==> src/rtl/fetch_unit.sv <==
// Instruction-fetch stage: owns the PC, issues reads to a 1-cycle synchronous instruction
// memory and presents {pc, inst} to decode, with stall hold, redirect and squash handling.
module fetch_unit #(
  parameter logic [31:0] RESET_PC = 32'h4000_0000,
  parameter logic [31:0] NOP_INST = 32'h0000_0013
) (
  input  logic        clk,
  input  logic        rst,
  input  logic        stall,
  input  logic        redirect_valid,
  input  logic [31:0] redirect_pc,
  output logic        imem_en,
  output logic [31:0] imem_addr,
  input  logic [31:0] imem_rdata,
  output logic        if_valid,
  output logic [31:0] if_pc,
  output logic [31:0] if_inst,
  output logic        pc_misaligned
);

  function automatic logic [31:0] align_word(input logic [31:0] addr);
    return {addr[31:2], 2'b00};
  endfunction

  logic [31:0] fetch_pc;
  logic        pend;
  logic [31:0] pend_pc;
  logic        hold_v;
  logic [31:0] hold_pc;
  logic [31:0] hold_inst;
  logic        issue;
  logic        capture;

  // Issue stage: fetch_pc goes straight to memory whenever decode can accept
  always_comb begin
    issue     = !rst && !stall;
    imem_en   = issue;
    imem_addr = fetch_pc;
    // A word returning into a stalled decode is parked once; later stall cycles keep it
    capture   = !rst && !redirect_valid && stall && pend && !hold_v;
  end

  always_ff @(posedge clk) begin
    if (rst) begin
      fetch_pc      <= align_word(RESET_PC);
      pend          <= 1'b0;
      hold_v        <= 1'b0;
      pc_misaligned <= 1'b0;
    end else begin
      pc_misaligned <= redirect_valid && (redirect_pc[1:0] != 2'b00);
      if (redirect_valid) begin
        fetch_pc <= align_word(redirect_pc);
        pend     <= 1'b0;
        hold_v   <= 1'b0;
      end else if (!stall) begin
        fetch_pc <= fetch_pc + 32'd4;
        pend     <= 1'b1;
        hold_v   <= 1'b0;
      end else begin
        pend <= 1'b0;
        if (capture) hold_v <= 1'b1;
      end
    end
  end

  // Data-only registers; their validity is tracked by pend / hold_v
  always_ff @(posedge clk) begin
    if (issue && !redirect_valid) pend_pc <= fetch_pc;
    if (capture) begin
      hold_pc   <= pend_pc;
      hold_inst <= imem_rdata;
    end
  end

  // Present stage: held word wins, then the word returning from memory, else a bubble
  always_comb begin
    if_valid = 1'b0;
    if_pc    = fetch_pc;
    if_inst  = NOP_INST;
    if (rst) begin
      if_pc = RESET_PC;
    end else if (hold_v) begin
      if_valid = 1'b1;
      if_pc    = hold_pc;
      if_inst  = hold_inst;
    end else if (pend) begin
      if_valid = 1'b1;
      if_pc    = pend_pc;
      if_inst  = imem_rdata;
    end
  end

endmodule
==> config.mk <==
export PLATFORM = sky130hd
export DESIGN_NAME = fetch_unit
export DESIGN_NICKNAME = d
export VERILOG_FILES = /design/src/rtl/fetch_unit.sv
export SDC_FILE = /design/constraint.sdc
export NUM_CORES = 1
export LEC_CHECK = 0
export CAP_MARGIN = 30
export CORE_MARGIN = 8
export CORE_UTILIZATION = 50
export CTS_CLUSTER_SIZE = 20
export DETAILED_ROUTE_END_ITERATION = 10
export GPL_TIMING_DRIVEN = 0
export PLACE_DENSITY = 0.84
export SYNTH_ARGS = -nofsm -noshare
export SYNTH_HDL_FRONTEND = slang
export SYNTH_SLANG_ARGS = --single-unit
==> constraint.sdc <==
create_clock -name clk -period 4.7 [get_ports clk]
set_input_delay 0.94 -clock clk [delete_from_list [all_inputs] [get_ports clk]]
set_output_delay 0.94 -clock clk [all_outputs]
set_load 0.1 [all_outputs]
# Word-level counts from Yosys, hierarchy flattened
# Cells that the tools add are included.
# op_classes
n_mul	0
n_div	0
shifts	0
n_mux	12
bitwise_logic	1
order_cmp	0
reduce_logical	14
eq_ne	1
add_sub_neg	1
# ops
operator	n
$mux W32	8
$add A32 B3 Y32 const B	1
$logic_and A1 B1 Y1	7
$logic_not A1 Y1	4
$mux W1	4
$reduce_or A3 Y1	1
$ne A2 B1 Y1 const B	1
$reduce_bool A2 Y1	1
$reduce_or A2 Y1	1
$not A1 Y1	1
# totals
elab_cells	37
regBits	131
latchBits	0
output_inout_bits	99
rom_bits	0
n_memories	0
mem_bits_rw	0

# Logic depth before layout (Yosys ltp)
# Gate-level depths: netlist of run 1.
# depth
ltp_word	5
mapped_depth	6
mapped_depth_nobuf	5

# Worst setup path after synthesis of run 1
# OpenSTA, ideal clock, no wires.
# synth_path
kind	input to output
start	input port rst
end	output port if_inst[0]
required_ps	3760
path_stages	3
t_arrival_ps	3587
slack_ps	173
cell_sequence	buf_2 -> nor2_1 -> nand2_1
# synth_via
elab_chain_len	1
# synth_lines
item	line_no	rtl
start: declaration	8	input logic rst,
$mux W32	80	if (rst) begin
end: declaration	17	output logic [31:0] if_inst,
# Every way passes these cells.

# Final worst setup path of run 1
# layout_path
start	input port rst
end	output port if_pc[30]
# layout_via
elab_chain_len	1
# layout_lines
item	line_no	rtl
$mux W32	80	
end: declaration	16	output logic [31:0] if_pc,
# Every way passes these cells.

==> load_flow_metrics.sql, run 1 <==
INSERT INTO impl_metrics (metric_group, metric, value, unit) VALUES
('run_status', 'outcome', 'finished, final reports clean', ''),
('critical_path', 'crit_path_dat', '3.58', 'ns'),
('clocking', 'cts_sinks', '125', ''),
('sta', 'finClkSkew', '0.009116', 'ns'),
('critical_path', 'criticalPathCategory', 'in2out', ''),
('die', 'number_of_top_level_pins', '167', ''),
('routing', 'postRouteWirelength', '16690', 'um'),
('clocking', 'cts_resized', '0', ''),
('global_routing', 'maximum_number_of_pins_on_one_net_before_global_route_repair', '39', ''),
('global_routing', 'grt_usage', '21.42', '%'),
('layout', 'nNetsFinal', '763', ''),
('critical_path', 'r2r_setup_slack', '1.94', 'ns'),
('synth', 'cells_after_synth', '508', ''),
('sta', 'fmax', '221.0', 'MHz'),
('die', 'floorplan.die.height', '123.3', 'um'),
('die', 'num_rows', '39', ''),
('die', 'die_area', '15200', 'sq um'),
('die', 'initial_core_util', '50.84', '%'),
('sta', 'tightestPinTransition', '1.065', 'ns'),
('clocking', 'htree_num_levels', '4', ''),
('sta', 'finalSetupViolations', '0', ''),
('critical_path', 'critical_path.max_fanout', '10', ''),
('global_routing', 'number_of_antenna_violations_at_the_first_check_in_global_routing', '0', ''),
('min_path', 'min_path_cells', '0', ''),
('routing', 'detail_route.first_pass.iterations', '5', ''),
('power_and_ir_drop', 'internal-power', '0.002103', 'W'),
('placed_design', 'port_buffers', '162', ''),
('placed_design', 'placed_area', '7616', 'sq um'),
('clocking', 'ctsLongestPathBuffers', '2', ''),
('sta', 'post-route-period-util', '96.27', '%'),
('min_path', 'holdCritPathClass', 'reg2reg', ''),
('power_and_ir_drop', 'worst_ir_drop_vdd', '0.2382', 'mV'),
('clocking', 'path_clk_slew', '0.06', 'ns'),
('synth', 'synthMostInstantiatedCell', 'sky130_fd_sc_hd__edfxtp_1', ''),
('clocking', 'tritoncts', 'done', ''),
('power_and_ir_drop', 'clkPwrFrac', '40.0', '%'),
('job', 'maxCapViolations', '0', ''),
('synth', 'seq_area_frac_synth', '59.48', '%'),
('global_routing', 'grt_pass1_wl', '25190', 'um'),
('synth', 'synthTopCellsByCount', 'sky130_fd_sc_hd__edfxtp_1, sky130_fd_sc_hd__nor2_1, sky130_fd_sc_hd__a21oi_1, sky130_fd_sc_hd__mux2i_1, sky130_fd_sc_hd__dfxtp_1', ''),
('critical_path', 'cp_top_family', 'buffers and inverters', ''),
('clocking', 'cts_made_buffers', '17', ''),
('routing', 'number_of_remaining_drc_errors', '0', ''),
('power_and_ir_drop', 'share_seq_of_total_power', '41.2', '%'),
('critical_path', 'cp-endpoint', 'if_pc[30]', ''),
('placed_design', 'dpl.hpwl', '12200', 'um'),
('sta', 'hold_violations_final', '0', ''),
('synth', 'synthesis.yosys.warnings', '0', ''),
('layout', 'area_growth_syn_to_layout', '42.37', '%'),
('clocking', 'cts_post_setup_buffers_inserted', '0', ''),
('critical_path', 'worst-path-buf-inv', '4', ''),
('power_and_ir_drop', 'pwr_density_cell', '372.3', 'nW/um^2'),
('critical_path', 'regToRegStartpoint', 'hold_v$_SDFFE_PP0P_', ''),
('synth', 'postSynthRegisterBits', '125', ''),
('synth', 'synth_enable_flop_cells', '92', ''),
('global_routing', 'grt_overflow', '0', ''),
('global_routing', 'grt_pass1_vias', '4662', ''),
('layout', 'design_area', '8194', 'sq um'),
('layout', 'insertedDiodeCount', '0', ''),
('critical_path', 'end_kind', 'output port', ''),
('routing', 'drt_iter0_drc', '376', ''),
('power_and_ir_drop', 'swShare', '31.05', '%'),
('synth', 'synth_cell_type_count', '47', ''),
('critical_path', 'cp.depth', '5', ''),
('critical_path', 'reg2regPathDepth', '5', ''),
('critical_path', 'worst_path_largest_cell_delay', '1.16', 'ns'),
('sta', 'slew_viol_final', '0', ''),
('synth', 'ys_async_sr_fraction', '0', '%'),
('routing', 'vias', '4896', ''),
('critical_path', 'timing.critical_path.slowest_stage_cell', 'sky130_fd_sc_hd__clkdlybuf4s50_1', ''),
('routing', 'postRouteAntennaNets', '0', '');
-- routing by layer --
layer / vias to the layer above / track usage [%] / share of wire, %
li1: 2305 / - / -
met1: 2341 / 26.70 / 40
met2: 220 / 35.89 / 50
met3: 30 / 5.114 / 7.8
met4: 0 / 7.148 / 2.1
met5: - / 0 / 0
-- stage by stage --
stage	cells	TNS, ns	hold slack, ns	setup WS, ns	utilization (%)
2_1_floorplan	511	0	0.4204	0.1732	-
3_3_place_gp	816	-7.067	0.4268	-0.1156	66.84
5_1_grt	850	0	0.4564	0.04897	72.38
6_report	850	0	0.4471	0.1755	72.38
3_5_place_dp	818	0	0.4337	0.03933	67.27
4_1_cts	850	0	0.4466	0.03711	72.16
-- area by class of cell --
| class | instances | area [sq um] | area share [%] |
|---|---|---|---|
| multi-input combinational | 338 | 2145 | 26.17 |
| tap | 143 | 178.9 | 2.184 |
| clock inverter | 14 | 123.9 | 1.512 |
| timing repair buffer | 164 | 1694 | 20.67 |
| buffer | 40 | 170.2 | 2.077 |
| inverter | 8 | 30.03 | 0.3665 |
| clock buffer | 18 | 429.2 | 5.237 |
| sequential | 125 | 3423 | 41.78 |
-- how the worst min path moves through the flow --
stage,startpoint,to,slack (ns)
floorplan,pend_pc[30]$_DFFE_PP_,hold_pc[30]$_DFFE_PP_,0.42
global placement,pend_pc[30]$_DFFE_PP_,hold_pc[30]$_DFFE_PP_,0.43
detailed placement,pend_pc[9]$_DFFE_PP_,hold_pc[9]$_DFFE_PP_,0.43
CTS,pend_pc[9]$_DFFE_PP_,hold_pc[9]$_DFFE_PP_,0.45
global route,pend_pc[28]$_DFFE_PP_,hold_pc[28]$_DFFE_PP_,0.46
finish,pend_pc[19]$_DFFE_PP_,hold_pc[19]$_DFFE_PP_,0.45
-- power by group through the flow --
stage	combinational (W)	sequential, W	clock [W]
after floorplan	0.000276	0.00139	0
after global placement	0.000565	0.00127	0
after detailed placement	0.000575	0.00128	0
after CTS	0.000577	0.00125	0.00123
after global routing	0.000599	0.00126	0.00127
final	0.000576	0.00126	0.00122
-- worst register-to-register path, delay by kind of cell, from the launching register on --
family	cells	cell delay, ns
flip-flops	1	0.30
buffers and inverters	3	1.03
AND/OR/NAND/NOR	2	1.10
-- layout by cell type (no fill, tap or decap), drive strengths merged, types with 2 or more instances in the layout --
cell type,count
clkdlybuf4s50,152
edfxtp,92
nor2,85
clkbuf,48
a21oi,38
mux2i,34
dfxtp,33
a22o,29
nand2,22
or4,13
nand3,12
buf,12
a311oi,10
dlymetal6s2s,10
a211oi,9
nand4,9
inv,7
o31ai,7
clkinvlp,7
clkinv,7
or3,6
o211ai,6
xor2,6
and4,5
o21ai,5
xnor2,5
and3,5
conb,4
nand2b,3
nand4b,3
nor4,3
nor3,3
and3b,2
o31a,2
o21a,2
-- cells by family after synthesis --
group	Yosys count	share of synthesized area, %
other	1	0.06515
XOR/XNOR	11	1.674
buffers and inverters	48	3.478
adder cells (fa/ha/maj)	1	0.2174
AO/OA/AOI/OAI	112	13.76
multiplexers	35	6.109
AND/OR/NAND/NOR	175	15.22
flip-flops	125	59.48
-- sequential cells by signal (all words and copies together), names as in the netlist --
name           count
hold_inst         32
hold_pc           30
imem_addr         30
pend_pc           30
hold_v             1
pc_misaligned      1
pend               1
Power figures use the tool's default switching activity.
==> run 2: changes to the inputs <==
--- a/config.mk
+++ b/config.mk
@@ -11,7 +11,7 @@
 export CTS_CLUSTER_SIZE = 20
 export DETAILED_ROUTE_END_ITERATION = 10
 export GPL_TIMING_DRIVEN = 0
-export PLACE_DENSITY = 0.84
+export PLACE_DENSITY = 0.92
 export SYNTH_ARGS = -nofsm -noshare
 export SYNTH_HDL_FRONTEND = slang
 export SYNTH_SLANG_ARGS = --single-unit
==> load_flow_metrics.sql, run 2 (synthesis results as in run 1) <==
INSERT INTO impl_metrics (metric_group, metric, value, unit) VALUES
('run_status', 'outcome', 'finished, final reports clean', ''),
('critical_path', 'critical_path.max_fanout', '10', ''),
('sta', 'timing.hold.ws', '0.4426', 'ns'),
('critical_path', 'timing.critical_path.slowest_stage_cell', 'sky130_fd_sc_hd__clkdlybuf4s50_1', ''),
('sta', 'slew_viol_final', '0', ''),
('die', 'number_of_top_level_pins', '167', ''),
('layout', 'ratio_of_cells_with_drive_above_1_in_the_final_layout', '6.789', '%'),
('die', 'design.core.area', '11320', 'sq um'),
('placed_design', 'port_buffers', '162', ''),
('layout', 'largest-register', 'hold_inst', ''),
('critical_path', 'crit_path_dat', '3.54', 'ns'),
('routing', 'vias', '5037', ''),
('global_routing', 'grt_overflow', '0', ''),
('critical_path', 'cpMostUsedCell', 'sky130_fd_sc_hd__clkdlybuf4s50_1', ''),
('layout', 'fillers', '767', ''),
('power_and_ir_drop', 'leakagePower', '2.966', 'nW'),
('clocking', 'worst_skew_pair.late_latency', '0.42', 'ns'),
('placed_design', 'place.detailed.instances', '818', ''),
('critical_path', 'critical_path.cell_chain', 'clkdlybuf4s50_1, nor3b_1, clkbuf_1, a22o_1, clkdlybuf4s50_1', ''),
('die', 'die_w', '123.3', 'um'),
('die', 'initial_core_util', '50.84', '%'),
('min_path', 'worstHoldStart', 'pend_pc[30]$_DFFE_PP_', ''),
('power_and_ir_drop', 'worst_ir_drop_vdd', '0.3356', 'mV'),
('critical_path', 'worstPathRequired', '3.76', 'ns'),
('min_path', 'holdCritPathClass', 'reg2reg', ''),
('clocking', 'holdBufCountCts', '0', ''),
('routing', 'met2_wirelength', '8747', 'um'),
('placed_design', 'placement.setup.worst_slack', '0.03867', 'ns'),
('clocking', 'cts_made_buffers', '17', ''),
('critical_path', 'end_kind', 'output port', ''),
('clocking', 'cts_post_setup_buffers_inserted', '0', ''),
('routing', 'detail_route.first_pass.iterations', '5', ''),
('job', 'maxCapViolations', '0', ''),
('layout', 'design_area', '8225', 'sq um'),
('power_and_ir_drop', 'pwr_density_cell', '379.2', 'nW/um^2'),
('routing', 'postRouteAntennaNets', '0', ''),
('critical_path', 'reg2reg_end', 'hold_inst[0]$_DFFE_PP_', ''),
('global_routing', 'maximum_number_of_pins_on_one_net_before_global_route_repair', '34', ''),
('placed_design', 'routabilityCongestion', '0.8705', ''),
('die', 'num_rows', '39', ''),
('global_routing', 'grt_pass1_wl', '26520', 'um'),
('layout', 'final-instance-count-excl-fill', '850', ''),
('clocking', 'ctsLongestPathBuffers', '2', ''),
('critical_path', 'r2r_setup_slack', '1.88', 'ns'),
('routing', 'drt_iter0_drc', '415', ''),
('routing', 'route.top_layer_used', 'met4', ''),
('critical_path', 'regToRegStartpoint', 'hold_v$_SDFFE_PP0P_', ''),
('global_routing', 'grt_pass1_vias', '5045', ''),
('sta', 'hold_violations_final', '0', ''),
('layout', 'nNetsFinal', '763', ''),
('sta', 'setup_repair_after_global_routing_missed_its_margin', 'false', ''),
('die', 'floorplan.die.height', '123.3', 'um'),
('global_routing', 'number_of_antenna_violations_at_the_first_check_in_global_routing', '0', ''),
('sta', 'period_needed', '4.484', 'ns'),
('sta', 'finClkSkew', '0.008670', 'ns'),
('sta', 'layout_setup_ws', '0.2155', 'ns'),
('layout', 'largest_register_ff_count', '32', ''),
('routing', 'routed_wire_length_per_instance', '20.47', 'um'),
('layout', 'insertedDiodeCount', '0', ''),
('min_path', 'min_path_cells', '0', ''),
('global_routing', 'grt_usage', '22.64', '%'),
('layout', 'final_cell_mix', 'sky130_fd_sc_hd__clkdlybuf4s50_1, sky130_fd_sc_hd__edfxtp_1, sky130_fd_sc_hd__nor2_1', ''),
('clocking', 'cts-root-buf', 'sky130_fd_sc_hd__clkbuf_16', ''),
('placed_design', 'placed_area', '7616', 'sq um'),
('sta', 'finalSetupViolations', '0', ''),
('critical_path', 'start_kind', 'input port', ''),
('critical_path', 'reg2regPathDepth', '5', ''),
('routing', 'wirelength_met1', '6695', 'um'),
('clocking', 'path_clk_slew', '0.05', 'ns'),
('clocking', 'tritoncts', 'done', ''),
('routing', 'drt-vias-per-instance', '5.926', ''),
('min_path', 'holdPathEnd', 'hold_pc[30]$_DFFE_PP_', ''),
('routing', 'postRouteWirelength', '17400', 'um'),
('clocking', 'cts_resized', '0', ''),
('die', 'die_area', '15200', 'sq um'),
('sta', 'tightestPinTransition', '1.037', 'ns'),
('sta', 'post-route-period-util', '95.41', '%'),
('sta', 'relSlewSlack', '30.64', '%'),
('critical_path', 'criticalPathCategory', 'in2out', ''),
('routing', 'number_of_remaining_drc_errors', '0', ''),
('power_and_ir_drop', 'post-layout-total-power', '0.003119', 'W'),
('critical_path', 'worst_path_largest_cell_delay', '1.16', 'ns'),
('sta', 'fmax', '223.0', 'MHz'),
('layout', 'layout.cells.most_common', 'sky130_fd_sc_hd__clkdlybuf4s50_1', ''),
('layout', 'area_growth_syn_to_layout', '42.91', '%'),
('clocking', 'cts_sinks', '125', ''),
('clocking', 'htree_num_levels', '4', ''),
('routing', 'wl_met3', '1500', 'um'),
('placed_design', 'dpl.hpwl', '12560', 'um');
==> run 2: final cells by class <==
type | instances | area, sq um | share of cell area (%)
flip-flops and latches | 125 | 3423 | 41.62
multi-input cells | 338 | 2145 | 26.07
repair buffers | 164 | 1694 | 20.60
clock buffers | 18 | 439.2 | 5.339
well taps | 143 | 178.9 | 2.175
plain buffers | 40 | 170.2 | 2.069
clock inverters | 14 | 145.1 | 1.765
inverters | 8 | 30.03 | 0.3651
==> run 2: per-layer routing <==
metal	track usage, %	vias up
li1	-	2301
met1	26.07	2436
met2	39.13	258
met3	5.571	42
met4	10.23	0
met5	0	-
==> run 2: worst max-delay path, delay by kind of cell <==
family	cells	cell delay (ns)
AOI/OAI and AO/OA	1	0.24
buffers and inverters	3	2.05
and+or+nand+nor	1	0.32
==> run 2: stage by stage <==
step / TNS (ns) / utilization, %
final: 0 / 72.66
after global routing: 0 / 72.66
after CTS: 0 / 72.44
after detailed placement: 0 / 67.27
after global placement: -2.486 / 66.84
after floorplan: 0 / -
==> run 2: how the worst max path moves through the flow <==
stage,startpoint,end,depth (start not counted)
after global placement,rst,hold_pc[25]$_DFFE_PP_,4
after detailed placement,rst,if_inst[27],6
final,rst,if_inst[8],5
after floorplan,rst,if_inst[0],3
after global routing,rst,if_inst[8],5
after CTS,rst,if_inst[27],6
==> run 2: power breakdown <==
part	internal (W)	switching (W)
combinational	0.000166	0.000415
sequential	0.00121	0.0000419
clock	0.000792	0.000491
==> run 3: changes to the inputs <==
--- a/config.mk
+++ b/config.mk
@@ -5,7 +5,7 @@
 export SDC_FILE = /design/constraint.sdc
 export NUM_CORES = 1
 export LEC_CHECK = 0
-export CAP_MARGIN = 30
+export CAP_MARGIN = 20
 export CORE_MARGIN = 8
 export CORE_UTILIZATION = 50
 export CTS_CLUSTER_SIZE = 20
==> results of run 3 <==
No change in the layout: final DEF, timing and power equal those of run 2.
